### config.mk
export PLATFORM = sky130hd
export DESIGN_NAME = instruction_fetch
export DESIGN_NICKNAME = d
export VERILOG_FILES = /design/src/rtl/instruction_fetch.sv
export SDC_FILE = /design/constraint.sdc
export NUM_CORES = 1
export LEC_CHECK = 0
export CORE_AREA = 4 4 102 104
export CTS_CLUSTER_SIZE = 12
export DETAILED_ROUTE_END_ITERATION = 12
export DIE_AREA = 0 0 106 108
export GPL_TIMING_DRIVEN = 0
export PLACE_DENSITY = 0.94
export SLEW_MARGIN = 20
export SYNTH_ARGS = -nofsm -noshare
export SYNTH_HDL_FRONTEND = slang
export SYNTH_SLANG_ARGS = --single-unit
### constraint.sdc
create_clock -name i_clock -period 4.8 [get_ports i_clock]
set_input_delay 0.48 -clock i_clock [delete_from_list [all_inputs] [get_ports i_clock]]
set_output_delay 0.48 -clock i_clock [all_outputs]
set_load 0.02 [all_outputs]
### src/rtl/instruction_fetch.sv
// instruction_fetch -- IF stage of the pipeline.
// Fetches one instruction per request/response handshake with the instruction
// memory and loads it into the IF/ID register. The hazard unit can freeze the
// stage, and ID can redirect the fetch stream with a branch or a jump.
//
// Ports:
//   i_clock, i_reset          clock, asynchronous active-high reset
//   i_stall                   freeze PC and IF/ID
//   i_branch_sel, i_jump_sel  redirect requests from ID (jump has priority)
//   i_branch_address          branch target
//   i_jump_address            jump target
//   o_imem_req, o_imem_addr   memory request and fetch address
//   i_imem_ready, i_imem_data memory response
//   o_instruc                 IF/ID instruction
//   o_current_PC              IF/ID fetch address + 1
//   o_if_valid                IF/ID holds a real instruction
//   o_fetch_count             delivered-instruction counter (IF_FETCH_COUNT_EN only)
//
// Build option: define IF_FETCH_COUNT_EN to add the 32-bit o_fetch_count port.

`ifndef PC_SIZE
`define PC_SIZE 9
`endif

module instruction_fetch #(
  parameter int          PC_W = `PC_SIZE + 1,
  parameter logic [31:0] NOP  = 32'h0000_0000
) (
  input  logic            i_clock,
  input  logic            i_reset,
  input  logic            i_stall,
  input  logic            i_branch_sel,
  input  logic            i_jump_sel,
  input  logic [PC_W-1:0] i_branch_address,
  input  logic [PC_W-1:0] i_jump_address,
  output logic            o_imem_req,
  output logic [PC_W-1:0] o_imem_addr,
  input  logic            i_imem_ready,
  input  logic [31:0]     i_imem_data,
  output logic [31:0]     o_instruc,
  output logic [PC_W-1:0] o_current_PC,
`ifdef IF_FETCH_COUNT_EN
  output logic [31:0]     o_fetch_count,
`endif
  output logic            o_if_valid
);

  typedef enum logic [1:0] {
    S_IDLE = 2'd0,
    S_REQ  = 2'd1,
    S_WAIT = 2'd2,
    S_HOLD = 2'd3
  } state_t;

  state_t          r_state;
  logic [PC_W-1:0] r_pc;
  logic [PC_W-1:0] r_fetchAddr;
  logic [PC_W-1:0] r_currentPc;
  logic [31:0]     r_instruc;
  logic [31:0]     r_buffer;
  logic            r_ifValid;
  logic            r_drop;
  logic            r_imemReq;
`ifdef IF_FETCH_COUNT_EN
  logic [31:0]     r_fetchCount;
`endif

  logic            w_redirect;
  logic [PC_W-1:0] w_target;
  logic [PC_W-1:0] w_nextSeq;
  logic            w_deliver;
  logic [31:0]     w_deliverData;

  // A stall suppresses redirects: ID re-presents the branch once it is free.
  // Delivery comes either straight from memory or from the hold buffer.
  always_comb begin
    w_redirect    = (i_jump_sel | i_branch_sel) & ~i_stall;
    w_target      = i_jump_sel ? i_jump_address : i_branch_address;
    w_nextSeq     = r_fetchAddr + PC_W'(1);
    w_deliver     = 1'b0;
    w_deliverData = i_imem_data;
    if (r_state == S_WAIT && i_imem_ready && !r_drop && !i_stall && !w_redirect)
      w_deliver = 1'b1;
    if (r_state == S_HOLD && !i_stall && !w_redirect) begin
      w_deliver     = 1'b1;
      w_deliverData = r_buffer;
    end
  end

  // Fetch FSM plus IF/ID register. r_fetchAddr is always loaded with the
  // address of the next request before S_REQ is entered, so o_imem_addr is
  // stable for the whole S_REQ/S_WAIT window. On any cycle that is neither a
  // delivery nor a stall, IF/ID becomes a bubble so ID never sees the same
  // instruction twice.
  always_ff @(posedge i_clock or posedge i_reset) begin
    if (i_reset) begin
      r_state      <= S_IDLE;
      r_pc         <= '0;
      r_fetchAddr  <= '0;
      r_currentPc  <= '0;
      r_instruc    <= NOP;
      r_buffer     <= '0;
      r_ifValid    <= 1'b0;
      r_drop       <= 1'b0;
      r_imemReq    <= 1'b0;
`ifdef IF_FETCH_COUNT_EN
      r_fetchCount <= '0;
`endif
    end else begin
      if (w_deliver) begin
        r_instruc    <= w_deliverData;
        r_currentPc  <= w_nextSeq;
        r_ifValid    <= 1'b1;
        r_pc         <= w_nextSeq;
`ifdef IF_FETCH_COUNT_EN
        r_fetchCount <= r_fetchCount + 32'd1;
`endif
      end else if (w_redirect || !i_stall) begin
        r_instruc <= NOP;
        r_ifValid <= 1'b0;
        if (w_redirect)
          r_pc <= w_target;
      end

      case (r_state)
        S_IDLE: begin
          r_fetchAddr <= w_redirect ? w_target : r_pc;
          r_imemReq   <= 1'b1;
          r_state     <= S_REQ;
        end
        S_REQ: begin
          // A redirect here lets the issued request finish but marks it dropped.
          r_fetchAddr <= r_pc;
          r_drop      <= w_redirect;
          r_imemReq   <= 1'b1;
          r_state     <= S_WAIT;
        end
        S_WAIT: begin
          if (i_imem_ready) begin
            r_drop <= 1'b0;
            if (w_redirect) begin
              r_fetchAddr <= w_target;
              r_state     <= S_REQ;
            end else if (r_drop) begin
              r_fetchAddr <= r_pc;
              r_state     <= S_REQ;
            end else if (i_stall) begin
              r_buffer  <= i_imem_data;
              r_imemReq <= 1'b0;
              r_state   <= S_HOLD;
            end else begin
              r_fetchAddr <= w_nextSeq;
              r_state     <= S_REQ;
            end
          end else if (w_redirect) begin
            r_drop <= 1'b1;
          end
        end
        S_HOLD: begin
          if (w_redirect) begin
            r_fetchAddr <= w_target;
            r_imemReq   <= 1'b1;
            r_state     <= S_REQ;
          end else if (!i_stall) begin
            r_fetchAddr <= w_nextSeq;
            r_imemReq   <= 1'b1;
            r_state     <= S_REQ;
          end
        end
        default: r_state <= S_IDLE;
      endcase
    end
  end

  assign o_imem_req   = r_imemReq;
  assign o_imem_addr  = r_fetchAddr;
  assign o_instruc    = r_instruc;
  assign o_current_PC = r_currentPc;
  assign o_if_valid   = r_ifValid;
`ifdef IF_FETCH_COUNT_EN
  assign o_fetch_count = r_fetchCount;
`endif

endmodule

==> impl_metrics.ini, run 1 <==
[placed_design]
gp_congestion = 0.988
placed_cell_area_um2 = 6480
dp_hpwl_um = 11600
dpl.cell_count = 780
numPortBuffers = 111

[critical_path]
endpoint = o_instruc[6]
cp_slowest_stage_delay_ps = 440
critical_path.startpoint = r_state[0]
cpLargestDelayFamily = buffers and inverters
critPathKind = flop to flop
cp_slowest_cell = dfrtp_1
critical_path.reg2reg.startpoint = r_state[0]
end_kind = flop
worstPathArrival_ps = 2760
r2r_cells = 8
crit_chain = inv_1 -> ha_1 -> buf_2 -> and2b_1 -> and2_1 -> o21ai_1 -> clkbuf_1 -> o21ai_0
cp_num_buf_inv = 3
crit_cells = 8
timing.rr.end = o_instruc[6]
cp.required_ps = 5040
start_kind = flop
r2r_slack_ps = 2280
crit_path_max_fanout = 10

[synthesis]
synthDistinctLibCells = 66
seq_area_frac_synth = 0.479
netlist_top_cells_area = dfrtp_1, mux2_2, o21ai_0, nand2_1, o22ai_1
synth_top_area_frac = 0.479
synth-seq-cells = 99
synth_most_common_cell = dfrtp_1
synthesis.area_um2 = 5170
synth_edf_count = 0
avgSynthCellArea_um2 = 9.67
ys.warnings.count = 0
synth_area_leader_cell = dfrtp_1
syn-instance-count = 535
async_reset_ff_frac = 1.00
syn_nets = 599
synth_ff_type = dfrtp_1
synthTopCellsByCount = dfrtp_1, nand2_1, o21ai_0, o22ai_1, mux2_2

[timing]
rsz0062_at_grt = false
fin_skew_ps = 7.32
fin_tns_setup_ps = 0
period_share = 0.525
slew_headroom = 0.563
holdWs_ps = 400
maxSlewViolCount = 0
hold_viol = 0
tightestPinTransition_ps = 655
period_needed_ps = 2520
setup_violations = 0
max_freq_ghz = 0.397

[route]
vias = 4807
drc = 0
dr.pass1.iters = 5
ant_nets = 0
wl_per_cell_um = 20.1
wirelength_um = 16000
via_per_inst = 6.04
drtIter0Drc = 358

[run]
max-cap-violations = 0

[layout]
fill_cells = 752
stdcell_area_um2 = 6690
final_core_util = 0.701
antenna_cells = 0
nets = 722
drive_gt1_frac = 0.134
stdcell_count = 796
area_delta_synth_final_pct = 29.4

[power_and_ir_drop]
ir_worst_vdd_mv = 0.225
cellInternalPower_mw = 2.03
power_density_nw_per_um2 = 507
p_clk_frac = 0.173
p_sw_mw = 1.36
p_leak_nw = 2.83
seqPwrFrac = 0.389
pwr-share-comb = 0.437
switching_share = 0.401

[clock_tree]
cts-root-buf = clkbuf_8
ctsLongestPathBuffers = 2
post_cts_buffers = 0
cts.sinks = 99
cts_tree = built
hold_buffers = 0
htree_levels = 3
clock_latency_ps = 380
cts-resized-gates = 0
cts_buffers = 9
clkTransAtPathRegs_ps = 100

[global_route]
grt_util_all_layers = 0.288
gr-total-overflow = 0
grt_pass1_wl_um = 25900
grt_pass1_vias = 4967
grt_max_degree = 83
antenna_found_initial = 0

[die]
die_height_um = 108
core_um2 = 9550
fp.dieW_um = 106
die_area_um2 = 11400
io_pins = 112
rows = 36
start_util = 0.542

[run_status]
status = finished, final reports clean

[worst_hold_path]
hold_path_class = primary input to asynchronous set/reset pin
==> layout by cell type, fill, tap and decap left out, drive strengths merged, types with 3 or more instances in the layout <==
master | netlist | routed
clkbuf | 17 | 28
a21oi | 27 | 27
nand2 | 71 | 71
or2 | 3 | 3
inv | 6 | 9
or3 | 4 | 4
xnor2 | 8 | 8
buf | 26 | 27
ha | 6 | 6
or3b | 3 | 3
nor2b | 7 | 7
nor4 | 3 | 3
o21ai | 59 | 59
nand3 | 11 | 11
a31oi | 5 | 5
a311oi | 4 | 4
o21a | 4 | 4
nor3b | 4 | 4
a211o | 3 | 3
o221ai | 3 | 3
mux2i | 5 | 5
xor2 | 7 | 7
o211ai | 4 | 4
mux2 | 34 | 34
o22ai | 39 | 39
dfrtp | 99 | 99
nand2b | 4 | 4
clkdlybuf4s50 | 0 | 111
nor3 | 8 | 8
nor2 | 25 | 25
==> worst min path at each step <==
stage | cells after the start | endpoint | from
after floorplan | 1 | r_buffer[0] | r_buffer[0]
after global placement | 2 | o_current_PC[0] | o_current_PC[0]
after detailed placement | 2 | o_if_valid | o_if_valid
after CTS | 2 | r_buffer[23] | i_reset
after global routing | 2 | r_buffer[23] | i_reset
final | 2 | o_instruc[20] | i_reset
==> stage by stage <==
| step | power, mW | setup slack, ps |
|---|---|---|
| final | 3.39 | 2280 |
| after detailed placement | 2.80 | 2060 |
| after global routing | 3.59 | 2150 |
| after global placement | 2.72 | 378 |
| after floorplan | 2.22 | 1730 |
| after CTS | 3.37 | 2300 |
==> state kept, by name (all words and copies together) (netlist names) <==
signal,cells
o_imem_req,1
r_drop,1
r_pc,10
o_current_PC,10
o_instruc,32
r_buffer,32
o_imem_addr,10
r_state,2
o_if_valid,1
==> cell families after synthesis <==
kind of cell	synth area share
AOI/OAI and AO/OA	0.207
and+or+nand+nor	0.148
DFF	0.479
buffers and inverters	0.0435
muxes	0.0837
xor gates and xnor gates	0.0254
adders and majority gates	0.0145
==> power groups by stage <==
stage               combinational [mW]  sequential (mW)  clock, mW
finish                            1.48             1.32      0.588
global route                      1.61             1.35      0.624
CTS                               1.47             1.31      0.586
detailed placement                1.47             1.33          0
global placement                  1.42             1.30          0
floorplan                        0.828             1.39          0
==> area by class of cell <==
type / count / area (um2) / area share
Clock buffer: 11 / 141 / 0.0211
Clock inverter: 5 / 68.8 / 0.0103
Inverter: 7 / 31.3 / 0.00467
Multi-Input combinational cell: 386 / 2470 / 0.369
Tap cell: 133 / 166 / 0.0249
Timing Repair Buffer: 112 / 1140 / 0.170
Sequential cell: 99 / 2480 / 0.370
Buffer: 43 / 199 / 0.0297
==> per-layer routing <==
metal | GRT usage | vias to the layer above | wire length [um]
li1 | - | 2191 | -
met1 | 0.357 | 2344 | 6260
met2 | 0.488 | 241 | 7880
met3 | 0.0842 | 31 | 1540
met4 | 0.0907 | 0 | 330
met5 | 0 | - | 0
Power figures use the tool's default switching activity.
==> run 2: changes to the inputs <==
CORE_AREA = 4 4 112 114   (was 4 4 102 104)
DIE_AREA = 0 0 116 118   (was 0 0 106 108)
PLACE_DENSITY = 0.84   (was 0.94)
clock period = 2.2 ns   (was 4.8 ns; I/O delays follow)
==> run 2 against run 1 <==
  * Power rose by 130%
  * Largest power group unchanged
  * Clock power rose to 2.8 times the previous value
  * Sequential power rose by 120%
  * Register-to-register slack got worse by 2200 ps
==> impl_metrics.ini, run 2 (synthesized netlist as in run 1, its figures left out) <==
[global_route]
antenna_found_initial = 0
grt_pass1_wl_um = 25700
gr-total-overflow = 0
grt_pass1_vias = 4935
grt_util_all_layers = 0.234
grt_max_degree = 34

[placed_design]
dp_hpwl_um = 11600
pre_cts_slack_ps = -303
numPortBuffers = 111
gp_congestion = 0.959

[timing]
fin_skew_ps = 6.56
layout_setup_ws_ps = 58.5
period_needed_ps = 2140
maxSlewViolCount = 0
rsz0062_at_grt = true
tightestPinTransition_ps = 662
max_freq_ghz = 0.467
fin_tns_setup_ps = 0
period_share = 0.973
hold_viol = 0
setup_violations = 0
slew_headroom = 0.558

[power_and_ir_drop]
p_leak_nw = 2.92
ir_worst_vdd_mv = 0.609
p_clk_frac = 0.209
switching_share = 0.378
cellInternalPower_mw = 4.81
pwr-share-comb = 0.422
power_density_nw_per_um2 = 1120
p_sw_mw = 2.93
seqPwrFrac = 0.369

[route]
wl_per_cell_um = 19.7
wirelength_um = 15900
via_per_inst = 5.87
vias = 4743
drc = 0
ant_nets = 0
dr.pass1.iters = 4
drtIter0Drc = 282

[clock_tree]
cts_tree = built
cts-root-buf = clkbuf_16
cts.sinks = 99
clkTransAtPathRegs_ps = 70
ctsLongestPathBuffers = 2
cts_buffers = 9
hold_buffers = 0
htree_levels = 3
clock_latency_ps = 340

[critical_path]
worstPathArrival_ps = 2370
start_kind = flop
timing.rr.end = r_buffer[17]
r2r_slack_ps = 60
crit_path_max_fanout = 10
r2r_cells = 7
end_kind = flop
critical_path.reg2reg.startpoint = r_state[0]
cp.required_ps = 2420
critPathKind = flop to flop

[layout]
drive_gt1_frac = 0.161
antenna_cells = 0
fill_cells = 1000
layout_commonest_cell = clkdlybuf4s50_1
final_core_util = 0.604
mostFrequentLayoutCells = clkdlybuf4s50_1, dfrtp_1, nand2_1, o21ai_0, o22ai_1
nets = 724
area_delta_synth_final_pct = 33.3

[die]
die_area_um2 = 13700
start_util = 0.453
rows = 39
core_um2 = 11400
io_pins = 112
fp.dieW_um = 116
die_height_um = 118

[run_status]
status = finished, final reports clean

[run]
max-cap-violations = 0

[worst_hold_path]
hold_path_class = primary input to asynchronous set/reset pin
-- run 2: changes by cell type in the layout (fill, tap and decap cells not counted), sizes merged --
cell / change
clkbuf: +2
inv: -2
clkinv: +2
-- run 2: worst max-delay path: stages (launching register included) --
cell     delay (ps)
dfrtp_1         350
inv_1            60
ha_1            190
buf_2           190
and2b_2         270
nand3_1         260
buf_2           330
mux2_2          370
-- run 2: timing repair --
action,CTS,global route
resized for setup,8,14
setup buffers,1,0
endpoints found under the hold margin,0,0
setup endpoints to repair,81,60
gates cloned,0,0
-- run 2: power by group through the flow --
stage	combinational [mW]	sequential [mW]	clock, mW
after floorplan	1.81	3.04	0
after global placement	3.11	2.85	0
after detailed placement	3.21	2.89	0
after CTS	3.26	2.85	1.64
after global routing	3.55	2.93	1.73
final	3.27	2.86	1.62
-- run 2: how the worst max path moves through the flow --
stage                           endpoint           start  cells past startpoint  slack, ps
after global placement     o_instruc[22]      r_state[0]                      8       -230
after floorplan           o_imem_addr[9]  o_imem_addr[5]                      6        190
after CTS                 o_imem_addr[4]  o_imem_addr[1]                      6         30
after detailed placement   o_instruc[10]      r_state[0]                      8       -300
after global routing        r_buffer[15]      r_state[0]                      7         -9
final                       r_buffer[17]      r_state[0]                      7         60
-- run 2: cell type report --
class	instances	area (um2)	share of cell area
clock inverters	5	57.6	0.00835
clock buffers	11	243	0.0352
inverters	7	30.0	0.00435
well taps	143	179	0.0259
flip-flops and latches	99	2480	0.359
repair buffers	115	1190	0.173
multi-input cells	386	2500	0.363
plain buffers	42	210	0.0305
-- run 2: metrics by stage --
step	instances	cell area (um2)	hold WS (ps)	total power, mW
4_1_cts	809	6870	336	7.75
2_1_floorplan	535	5180	326	4.85
3_3_place_gp	789	6470	464	5.96
5_1_grt	808	6900	370	8.21
6_report	808	6900	337	7.74
3_5_place_dp	792	6540	472	6.09
-- run 2: per-layer routing --
layer  wire (um)  global-route usage  up-vias
met5           0                   0        -
met4         269              0.0602        0
met3        1430              0.0607       22
met2        7580               0.382      202
met1        6620               0.309     2323
li1            -                   -     2196
